--- src/rtl/fwd_scoreboard.sv ---
// EX-stage forwarding scoreboard: tracks in-flight register writes over DEPTH post-EX stages,
// producing per-source forwarding selects and an operand-not-ready stall.
module fwd_scoreboard #(
    parameter int unsigned NUM_SRC = 2,
    parameter int unsigned ADDR_W  = 5,
    parameter int unsigned DEPTH   = 2,
    parameter int unsigned LAT_W   = 2,
    parameter int unsigned CNT_W   = 16,
    localparam int unsigned SEL_W  = $clog2(DEPTH + 1)
) (
    input  logic                      clk,
    input  logic                      rst_n,
    input  logic                      ex_valid,
    input  logic                      ex_regwrite,
    input  logic [ADDR_W-1:0]         ex_rd,
    input  logic [LAT_W-1:0]          ex_lat,
    input  logic [NUM_SRC*ADDR_W-1:0] ex_src,
    input  logic                      freeze,
    output logic [NUM_SRC*SEL_W-1:0]  fwd_sel,
    output logic                      fwd_stall,
    output logic [CNT_W-1:0]          stall_count,
    output logic [DEPTH-1:0]          stage_valid
);

    localparam int unsigned MAX_REM = DEPTH - 1;

    // Index k-1 holds stage k (1 = MEM, 2 = WB, ...).
    logic [DEPTH-1:0]             valid_q, valid_d;
    logic [DEPTH-1:0]             wr_q, wr_d;
    logic [DEPTH-1:0][ADDR_W-1:0] rd_q, rd_d;
    logic [DEPTH-1:0][LAT_W-1:0]  rem_q, rem_d;
    logic [CNT_W-1:0]             cnt_q, cnt_d;

    logic [NUM_SRC-1:0]           hazard;
    logic [NUM_SRC-1:0]           found;
    logic [LAT_W-1:0]             lat_clamped;

    // Youngest matching producer decides: forward if ready, otherwise flag a hazard.
    always_comb begin
        fwd_sel = '0;
        hazard  = '0;
        found   = '0;
        for (int i = 0; i < NUM_SRC; i++) begin
            for (int k = 0; k < DEPTH; k++) begin
                if (!found[i] && valid_q[k] && wr_q[k] && (rd_q[k] != '0)
                    && (rd_q[k] == ex_src[i*ADDR_W +: ADDR_W])) begin
                    found[i] = 1'b1;
                    if (rem_q[k] == '0) begin
                        fwd_sel[i*SEL_W +: SEL_W] = SEL_W'(k + 1);
                    end else begin
                        hazard[i] = 1'b1;
                    end
                end
            end
        end
    end

    assign fwd_stall = ex_valid && (|hazard);

    // Clamp so every producer is ready by the last tracked stage.
    always_comb begin
        if (32'(ex_lat) > MAX_REM) begin
            lat_clamped = LAT_W'(MAX_REM);
        end else begin
            lat_clamped = ex_lat;
        end
    end

    always_comb begin
        valid_d = valid_q;
        wr_d    = wr_q;
        rd_d    = rd_q;
        rem_d   = rem_q;
        cnt_d   = cnt_q;
        if (!freeze) begin
            valid_d[0] = ex_valid && !fwd_stall;
            wr_d[0]    = ex_regwrite;
            rd_d[0]    = ex_rd;
            rem_d[0]   = lat_clamped;
            for (int k = 1; k < DEPTH; k++) begin
                valid_d[k] = valid_q[k-1];
                wr_d[k]    = wr_q[k-1];
                rd_d[k]    = rd_q[k-1];
                rem_d[k]   = (rem_q[k-1] == '0) ? '0 : rem_q[k-1] - LAT_W'(1);
            end
            if (fwd_stall && (cnt_q != '1)) begin
                cnt_d = cnt_q + CNT_W'(1);
            end
        end
    end

    always_ff @(posedge clk) begin
        if (!rst_n) begin
            valid_q <= '0;
            wr_q    <= '0;
            rd_q    <= '0;
            rem_q   <= '0;
            cnt_q   <= '0;
        end else begin
            valid_q <= valid_d;
            wr_q    <= wr_d;
            rd_q    <= rd_d;
            rem_q   <= rem_d;
            cnt_q   <= cnt_d;
        end
    end

    assign stage_valid = valid_q;
    assign stall_count = cnt_q;

endmodule

--- config.mk ---
export PLATFORM = sky130hd
export DESIGN_NAME = fwd_scoreboard
export DESIGN_NICKNAME = d
export VERILOG_FILES = /design/src/rtl/fwd_scoreboard.sv
export SDC_FILE = /design/constraint.sdc
export NUM_CORES = 1
export LEC_CHECK = 0
export CELL_PAD_IN_SITES_DETAIL_PLACEMENT = 0
export CELL_PAD_IN_SITES_GLOBAL_PLACEMENT = 1
export CORE_MARGIN = 1.5
export CORE_UTILIZATION = 38
export CTS_CLUSTER_DIAMETER = 30
export CTS_CLUSTER_SIZE = 40
export DETAILED_ROUTE_END_ITERATION = 7
export GPL_TIMING_DRIVEN = 0
export PLACE_DENSITY = 0.92
export SKIP_LAST_GASP = 1
export SLEW_MARGIN = 20
export SYNTH_ARGS = -nofsm -noshare
export SYNTH_HDL_FRONTEND = slang
export SYNTH_SLANG_ARGS = --single-unit
--- constraint.sdc ---
create_clock -name clk -period 6.3 [get_ports clk]
set_input_delay 1.26 -clock clk [delete_from_list [all_inputs] [get_ports clk]]
set_output_delay 1.26 -clock clk [all_outputs]
set_load 0.05 [all_outputs]
Yosys cells after proc, flatten, opt, wreduce, memory -nomap -nowiden --
Cells that the tools add are included.
Word-level totals: input bits 22, word-level logic and storage cells 58, register bits after elaboration 34
Operators by class: equal/unequal tests 5, muxes and demuxes 18, magnitude comparators 1, bitwise operators 1, $add $sub $neg 2, reduce and logical (&&, ||, !) cells 24
Operator list (number):
- $eq A5 B5 Y1 | 4
- $add A16 B1 Y16 const B | 1
- $ne A16 B16 Y1 const B | 1
- $logic_and A1 B1 Y1 | 15
- $mux W2 | 7
- $mux W1 | 11
- $reduce_bool A5 Y1 | 2
- $logic_not A2 Y1 | 2
- $logic_not A1 Y1 | 3
- $gt A2 B1 Y1 const B | 1
- $reduce_and A2 Y1 | 1
- $reduce_or A2 Y1 | 1
- $sub A2 B1 Y2 const B | 1
- $not A1 Y1 | 1

Logic depth before layout (Yosys ltp) --
Gate-level depths: netlist of run 1.
depth after elaboration 14, depth in mapped cells 10, mapped depth without buffers 8

Worst setup path before layout of run 1 --
OpenSTA, ideal clock, no wires.
path kind input -> output, start input port ex_src[0], end output port fwd_sel[0], stages on the path 4, path buffers 0, arrival time 3.067 ns, setup slack 1.973 ns, data required time 5.040 ns, path through xnor2_1 -> nand3_1 -> or4_4 -> nor3_1
On the way: longest elaborated chain between the ends 9
Ends and longest elaborated chain:
- start, declared | line 17 | input logic [NUM_SRC*ADDR_W-1:0] ex_src,
- $eq A5 B5 Y1 | line 46 | && (rd_q[k] == ex_src[i*ADDR_W +: ADDR_W])) begin
- $logic_and A1 B1 Y1 | line 46
- $mux W1 | line 45 | if (!found[i] && valid_q[k] && wr_q[k] && (rd_q[k] != '0)
- $logic_not A1 Y1 | line 45
- $logic_and A1 B1 Y1 (3 in series) | line 45
- $logic_and A1 B1 Y1 | line 46
- $mux W2 * | line 45
- end, declared | line 19 | output logic [NUM_SRC*SEL_W-1:0] fwd_sel,
Mark *: on every way between the ends. The rest lies on a longest branch, timed or not.

Final worst setup path of run 1 --
start input port ex_src[4], end output port fwd_stall
On the way: longest elaborated chain between the ends 11
Ends and longest elaborated chain:
- $eq A5 B5 Y1 | line 46
- $logic_and A1 B1 Y1 | line 46
- $mux W1 | line 45
- $logic_not A1 Y1 | line 45
- $logic_and A1 B1 Y1 (3 in series) | line 45
- $logic_and A1 B1 Y1 | line 46
- $mux W1 * | line 45
- $reduce_or A2 Y1 * | line 58 | assign fwd_stall = ex_valid && (|hazard);
- $logic_and A1 B1 Y1 * | line 58
- end, declared | line 20 | output logic fwd_stall,
Marked as above.

==> reports/metrics.csv, run 1 <==
stage;metric;value;unit
outcome;status;complete, no violations;
timing;Final Setup Violations;0;
clocking;CTS buffer count;5;
setup_path;flop2flop setup slack;3750;ps
synthesis;Post-Synthesis Cells;206;
layout;Area growth syn-to-layout;33.6;%
routing;Routed wire per std cell;12.8;um
floorplan;DIE WIDTH;70.8;um
placed_design;Final Wtd Congestion;0.849;
clocking;cts hold-fix bufs;0;
timing;final cycle utilization of the critical path;80.6;%
layout;fill cell count;441;
placed_design;area post-placement;2250;um2
synthesis;Seq/Total Area, Yosys;39.0;%
setup_path;CP Class;input pin to output pin;
floorplan;# IOs;45;
routing;Via Count;1641;
clocking;Root Buffer;clkbuf_8;
grt;met1 GRT Util;19.5;%
clocking;post_cts resized;0;
clocking;# clock sinks;34;
power;PwrDens;181;nW/um2
placed_design;hpwl dp;3000;um
layout;Antenna diodes;0;
layout;share of cells above drive strength 1;5.84;%
power;Lkg Pwr;0.855;nW
grt;M2 GR Usage;29.6;%
timing;Tmin final;5080;ps
grt;first-pass GRT wire length;6720;um
clocking;post-CTS setup repair buffer count;0;
setup_path;Critical Path RT;5040;ps
routing;Iteration-0 DRC Markers;81;
timing;Final Skew;7.07;ps
floorplan;die height;70.8;um
setup_path;slowest CP cell;clkdlybuf4s50_1;
floorplan;row cnt;24;
setup_path;crit path to;fwd_stall;
setup_path;Startpoint Class;input pin;
timing;final-report hold violation count;0;
timing;Slew HR;54.1;%
grt;number of global-route vias before repair;1512;
grt;grt total ovfl;0;
job;max-cap viol count;0;
floorplan;Initial Utilization;39.8;%
setup_path;reg-to-reg startpoint;rd_q[3]$_SDFFE_PN0N_;
timing;Slew Limit Fails;0;
setup_path;Worst Path Arrival;3820;ps
clocking;Max H-tree Level;2;
setup_path;crit path max fanout;5;
power;PnR Total Power;422;uW
synthesis;Yosys cell types;36;
floorplan;Die ar.;5010;um2
timing;RSZ-0062 raised after global routing;false;
timing;setup_tns;0;ps
timing;Slew @ Worst Pin;689;ps
grt;met3 Use GR;4.84;%
clocking;clock-pin slew on the worst setup and hold paths;70;ps
routing;Post-Route WL;3960;um
routing;post-route ant nets;0;
routing;via/cell ratio;5.31;
routing;DRC;0;
setup_path;Critical Path, Cell by Cell;clkdlybuf4s50_1 -> xnor2_1 -> nand3_1 -> or4_4 -> a22o_2 -> a21oi_1 -> nor2b_1 -> clkdlybuf4s50_1;
layout;Core Util, Final;53.1;%
setup_path;CP max stage delay;700;ps
synthesis;synth warn;0;
timing;Max Clk Rate;197;MHz
synthesis;FF+latch count, synth;34;
power;VDD IR-drop max;0.128;mV
routing;DRT Pass-1 Iters;4;
clocking;worst skew pair latency;280;ps
grt;antenna violations before repair;0;
grt;busiest grt layer;met2;
setup_path;Worst Reg-to-Reg Cells;9;
grt;GRT Total Usage;16.8;%
clocking;CTS max path bufs;2;
layout;Final Cell Area;2330;um2
synthesis;syn_area_per_cell;8.47;um2
setup_path;CP dominant cell by count;clkdlybuf4s50_1;
grt;largest net degree at the start of global routing;11;
layout;post-route insts no fill;309;
setup_path;reg-to-reg critical path endpoint;stall_count[0]$_SDFFE_PN0P_;
worst_hold_path;HP Class;flip-flop to flip-flop;
setup_path;Setup crit start;ex_src[4];
floorplan;Core Box Area;4380;um2
synthesis;syn nets;229;
layout;Nets;280;
clocking;CTS tree;yes;
placed_design;I/O Buffers;44;
synthesis;Post-Synthesis Cell Area;1740;um2
setup_path;crit end category;output pin;
placed_design;placed cells;302;
[cell usage in the layout (no fill, tap or decap), types with 3 or more instances in the layout]
| master | netlist | layout |
|---|---|---|
| or4_1 | 4 | 4 |
| nor3_1 | 4 | 4 |
| nand2_1 | 12 | 12 |
| or3_1 | 10 | 10 |
| clkbuf_1 | 3 | 4 |
| clkdlybuf4s50_1 | 0 | 44 |
| inv_1 | 4 | 4 |
| dfxtp_1 | 34 | 34 |
| a21oi_1 | 19 | 19 |
| xor2_1 | 13 | 13 |
| o21ai_0 | 11 | 11 |
| xnor2_1 | 8 | 8 |
| nand3_1 | 9 | 9 |
| nor2_1 | 29 | 29 |
| o31ai_1 | 3 | 3 |
| and3_1 | 5 | 5 |
| mux2i_1 | 13 | 13 |
| clkbuf_8 | 0 | 5 |
[final cells by class]
| type | count | area [um2] | area share, % |
|---|---|---|---|
| timing repair buffer | 44 | 440 | 18.9 |
| tap | 52 | 65.1 | 2.79 |
| sequential | 34 | 681 | 29.2 |
| clock buffer | 6 | 72.6 | 3.11 |
| clock inverter | 1 | 7.51 | 0.322 |
| buffer | 8 | 45.0 | 1.93 |
| inverter | 4 | 15.0 | 0.644 |
| multi-input combinational | 160 | 1000 | 43.1 |
[cells by family (layout without fill, tap and decap cells)]
| family | after synthesis | after routing | share of synthesized area, % |
|---|---|---|---|
| and+or+nand+nor | 84 | 84 | 24.5 |
| AOI/OAI and AO/OA | 41 | 41 | 14.3 |
| DFF | 34 | 34 | 39.0 |
| xor gates and xnor gates | 21 | 21 | 10.5 |
| muxes | 13 | 13 | 7.46 |
| buffers and inverters | 12 | 63 | 3.44 |
| adders and majority gates | 1 | 1 | 0.717 |
[how the worst min path moves through the flow]
stage                           from  slack (ps)  depth (start not counted)                    end
6_report       rem_q[3]$_SDFFE_PN0N_         500                          2  rem_q[3]$_SDFFE_PN0N_
5_1_grt         wr_q[1]$_SDFFE_PN0N_         530                          2   wr_q[1]$_SDFFE_PN0N_
4_1_cts        rem_q[3]$_SDFFE_PN0N_         500                          2  rem_q[3]$_SDFFE_PN0N_
3_5_place_dp   rem_q[3]$_SDFFE_PN0N_         470                          2  rem_q[3]$_SDFFE_PN0N_
3_3_place_gp   rem_q[3]$_SDFFE_PN0N_         460                          2  rem_q[3]$_SDFFE_PN0N_
2_1_floorplan  rem_q[3]$_SDFFE_PN0N_         450                          2  rem_q[3]$_SDFFE_PN0N_
[per-stage QoR]
stage,setup WS [ps],hold WS (ps)
after floorplan,1970,450
after global placement,1190,465
after detailed placement,1220,475
after CTS,1220,498
after global routing,1130,534
final,1220,501
[cells in the mapped netlist]
cell type | instances | area [um2]
a211oi_1 | 1 | 7.51
a211oi_2 | 1 | 12.5
a21oi_1 | 19 | 95.1
a22o_2 | 1 | 10.0
a22oi_1 | 1 | 7.51
a31oi_2 | 1 | 12.5
a41o_1 | 1 | 10.0
and3_1 | 5 | 31.3
and4_1 | 1 | 8.76
buf_1 | 2 | 7.51
buf_4 | 2 | 15.0
buf_6 | 1 | 11.3
clkbuf_1 | 3 | 11.3
dfxtp_1 | 34 | 681
ha_1 | 1 | 12.5
inv_1 | 4 | 15.0
mux2i_1 | 13 | 130
nand2_1 | 12 | 45.0
nand2b_1 | 1 | 6.26
nand3_1 | 9 | 45.0
nand4_1 | 2 | 12.5
nor2_1 | 29 | 109
nor2b_1 | 1 | 6.26
nor3_1 | 4 | 20.0
nor4_1 | 2 | 12.5
o211ai_1 | 1 | 7.51
o21ai_0 | 11 | 55.1
o31ai_1 | 3 | 22.5
o41ai_1 | 1 | 8.76
or2_2 | 1 | 6.26
or3_1 | 10 | 62.6
or4_1 | 4 | 30.0
or4_4 | 2 | 22.5
or4b_1 | 1 | 10.0
xnor2_1 | 8 | 70.1
xor2_1 | 13 | 114
[worst max-delay path: cells and delay by family]
kind | cells | cell delay [ps]
AND/OR/NAND/NOR | 3 | 750
buffers and inverters | 2 | 1210
XOR/XNOR | 1 | 140
AO/OA/AOI/OAI | 2 | 470
[layer usage]
| layer | share of wire (%) | vias to the layer above | wire length, um |
|---|---|---|---|
| li1 | - | 833 | - |
| met1 | 44 | 759 | 1760 |
| met2 | 50 | 44 | 1980 |
| met3 | 4.4 | 5 | 176 |
| met4 | 1.1 | 0 | 45 |
| met5 | 0 | - | 0 |
[where the power goes]
group          switching [mW]  internal (mW)  leakage (nW)
Sequential            0.00621          0.220         0.276
Combinational          0.0214         0.0260         0.542
Clock                  0.0737         0.0756        0.0373
[flip-flops by register name (all words and copies together), names as in the netlist]
signal / count
rem_q: 4
wr_q: 2
stall_count: 16
rd_q: 10
stage_valid: 2
(Power assumes the default switching activity.)
==> run 2, diff against run 1 <==
CORE_UTILIZATION = 32   (was 38)
PLACE_DENSITY = 0.83   (was 0.92)
clock period = 4.4 ns   (was 6.3 ns; I/O delays follow)
==> reports/metrics.csv, run 2 (synthesis gave the netlist of run 1 again) <==
stage;metric;value;unit;change
setup_path;Worst Path Arrival;3280;ps;-540 ps
clocking;CTS buffer count;5;;unchanged
grt;grt total ovfl;0;;unchanged
layout;most frequent cells in the layout;43 x clkdlybuf4s50_1, 34 x dfxtp_1, 29 x nor2_1;;
placed_design;placed cells;320;;+6.0%
timing;Slew HR;53.3;%;-0.76 points
floorplan;DIE WIDTH;76.8;um;+8.6%
timing;Final Setup Violations;0;;unchanged
floorplan;row cnt;26;;+8.3%
outcome;status;complete, no violations;;
setup_path;Startpoint Class;input pin;;
setup_path;CP dominant cell by count;clkdlybuf4s50_1;;
timing;Final Skew;5.30;ps;-1.76 ps
clocking;clock-pin slew on the worst setup and hold paths;70;ps;about the same
floorplan;die height;76.8;um;+8.6%
floorplan;Die ar.;5900;um2;+18%
setup_path;crit end category;output pin;;
timing;worst hold margin;494;ps;-6.69 ps
setup_path;Critical Path RT;3520;ps;-1520 ps
placed_design;hpwl dp;3160;um;+5.3%
clocking;# clock sinks;34;;unchanged
layout;share of cells above drive strength 1;6.20;%;+0.36 points
routing;Iteration-0 DRC Markers;69;;-15%
layout;Nets;280;;unchanged
clocking;Root Buffer;clkbuf_8;;
floorplan;Core Box Area;5170;um2;+18%
grt;largest net degree at the start of global routing;12;;+1
worst_hold_path;HP Class;flip-flop to flip-flop;;
placed_design;I/O Buffers;44;;unchanged
timing;Slew @ Worst Pin;700;ps;+11.4 ps
layout;Antenna diodes;0;;unchanged
routing;DRC;0;;unchanged
routing;post-route ant nets;0;;unchanged
routing;via/cell ratio;4.97;;-6.4%
setup_path;crit path buf inv count;2;;unchanged
clocking;cts hold-fix bufs;0;;unchanged
floorplan;Initial Utilization;33.7;%;-6.1 points
clocking;CTS tree;yes;;
timing;Max Clk Rate;241;MHz;
grt;GRT Total Usage;15.1;%;-1.7 points
routing;Via Count;1630;;-0.67%
floorplan;# IOs;45;;unchanged
layout;Core Util, Final;46.1;%;-7.0 points
grt;antenna violations before repair;0;;unchanged
clocking;CTS max path bufs;2;;unchanged
job;max-cap viol count;0;;unchanged
routing;Routed wire per std cell;12.7;um;-1.1%
power;Lkg Pwr;0.888;nW;+3.8%
layout;post-route insts no fill;328;;+6.1%
routing;Post-Route WL;4160;um;+5.0%
power;PwrDens;284;nW/um2;+57%
setup_path;CP Class;input pin to output pin;;
layout;Final Cell Area;2380;um2;+2.4%
layout;Largest register FFs;16;;unchanged
setup_path;Critical Path, Cell by Cell;clkdlybuf4s50_1 -> xnor2_1 -> nand3_1 -> or4_4 -> nor3_1 -> clkdlybuf4s50_1;;
placed_design;Final Wtd Congestion;0.839;;-1.2%
setup_path;slowest CP cell;clkdlybuf4s50_1;;
layout;Area growth syn-to-layout;36.7;%;
layout;commonest non-fill, non-tap cell in the layout;clkdlybuf4s50_1;;
timing;setup_tns;0;ps;unchanged
timing;Tmin final;4160;ps;
setup_path;CP top delay family;buffers and inverters;;
grt;first-pass GRT wire length;7230;um;+7.6%
clocking;Max H-tree Level;2;;unchanged
clocking;worst skew pair latency;290;ps;about the same
grt;number of global-route vias before repair;1622;;+7.3%
routing;DRT Pass-1 Iters;4;;unchanged
timing;final-report hold violation count;0;;unchanged
placed_design;area post-placement;2270;um2;+1.0%
timing;Slew Limit Fails;0;;unchanged
power;VDD IR-drop max;0.126;mV;-1.6%
setup_path;crit path max fanout;5;;unchanged
setup_path;CP max stage delay;860;ps;+160 ps
timing;final cycle utilization of the critical path;94.5;%;
timing;RSZ-0062 raised after global routing;false;;
run 2: timing repair:
action,4_1_cts,5_1_grt
endpoints found under the setup margin,0,1
endpoints found under the hold margin,0,0
gates resized for setup,0,1
setup buffers,0,0
run 2: tightest hold or removal path, cell delays in order (launching register included):
cell and delay, ps:
dfxtp_1 330, a21oi_1 60, nor2_1 70
run 2: power by group:
group / total [mW] / leakage (nW) / switching [mW] / internal [mW]
Sequential: 0.323 / 0.276 / 0.00906 / 0.314
Clock: 0.287 / 0.0514 / 0.118 / 0.169
Combinational: 0.0675 / 0.561 / 0.0303 / 0.0372
Total: 0.678 / 0.888 / 0.158 / 0.520
run 2: path summary, 6_finish.rpt:
check                             start                           to  depth (start not counted)  slack (ps)
hold / removal    rem_q[3]$_SDFFE_PN0N_        rem_q[3]$_SDFFE_PN0N_                          2         490
setup / recovery              ex_src[0]                   fwd_sel[0]                          6         240
hold reg to reg   rem_q[3]$_SDFFE_PN0N_        rem_q[3]$_SDFFE_PN0N_                          2         490
setup reg to reg   rd_q[3]$_SDFFE_PN0N_  stall_count[0]$_SDFFE_PN0P_                          9        1810
run 2: layout make-up:
| cell class | count | area [um2] |
|---|---|---|
| sequential | 34 | 681 |
| fill | 518 | 2790 |
| multi-input combinational | 160 | 1000 |
| buffer | 8 | 45.0 |
| tap | 70 | 87.6 |
| clock buffer | 6 | 72.6 |
| timing repair buffer | 44 | 443 |
| inverter | 4 | 15.0 |
| clock inverter | 2 | 37.5 |
run 2: per-stage QoR:
step	setup slack, ps	power, mW
floorplan	833	0.365
global placement	59.9	0.398
detailed placement	88.4	0.398
CTS	81.0	0.687
global route	149	0.707
finish	244	0.678
run 2: metal layers:
metal | up-vias | global-route usage [%] | share of wire, % | wire length, um
li1 | 834 | - | - | -
met1 | 742 | 18.6 | 47 | 1960
met2 | 49 | 24.8 | 46 | 1930
met3 | 5 | 3.93 | 5.4 | 225
met4 | 0 | 6.30 | 1.0 | 43
met5 | - | 0 | 0 | 0
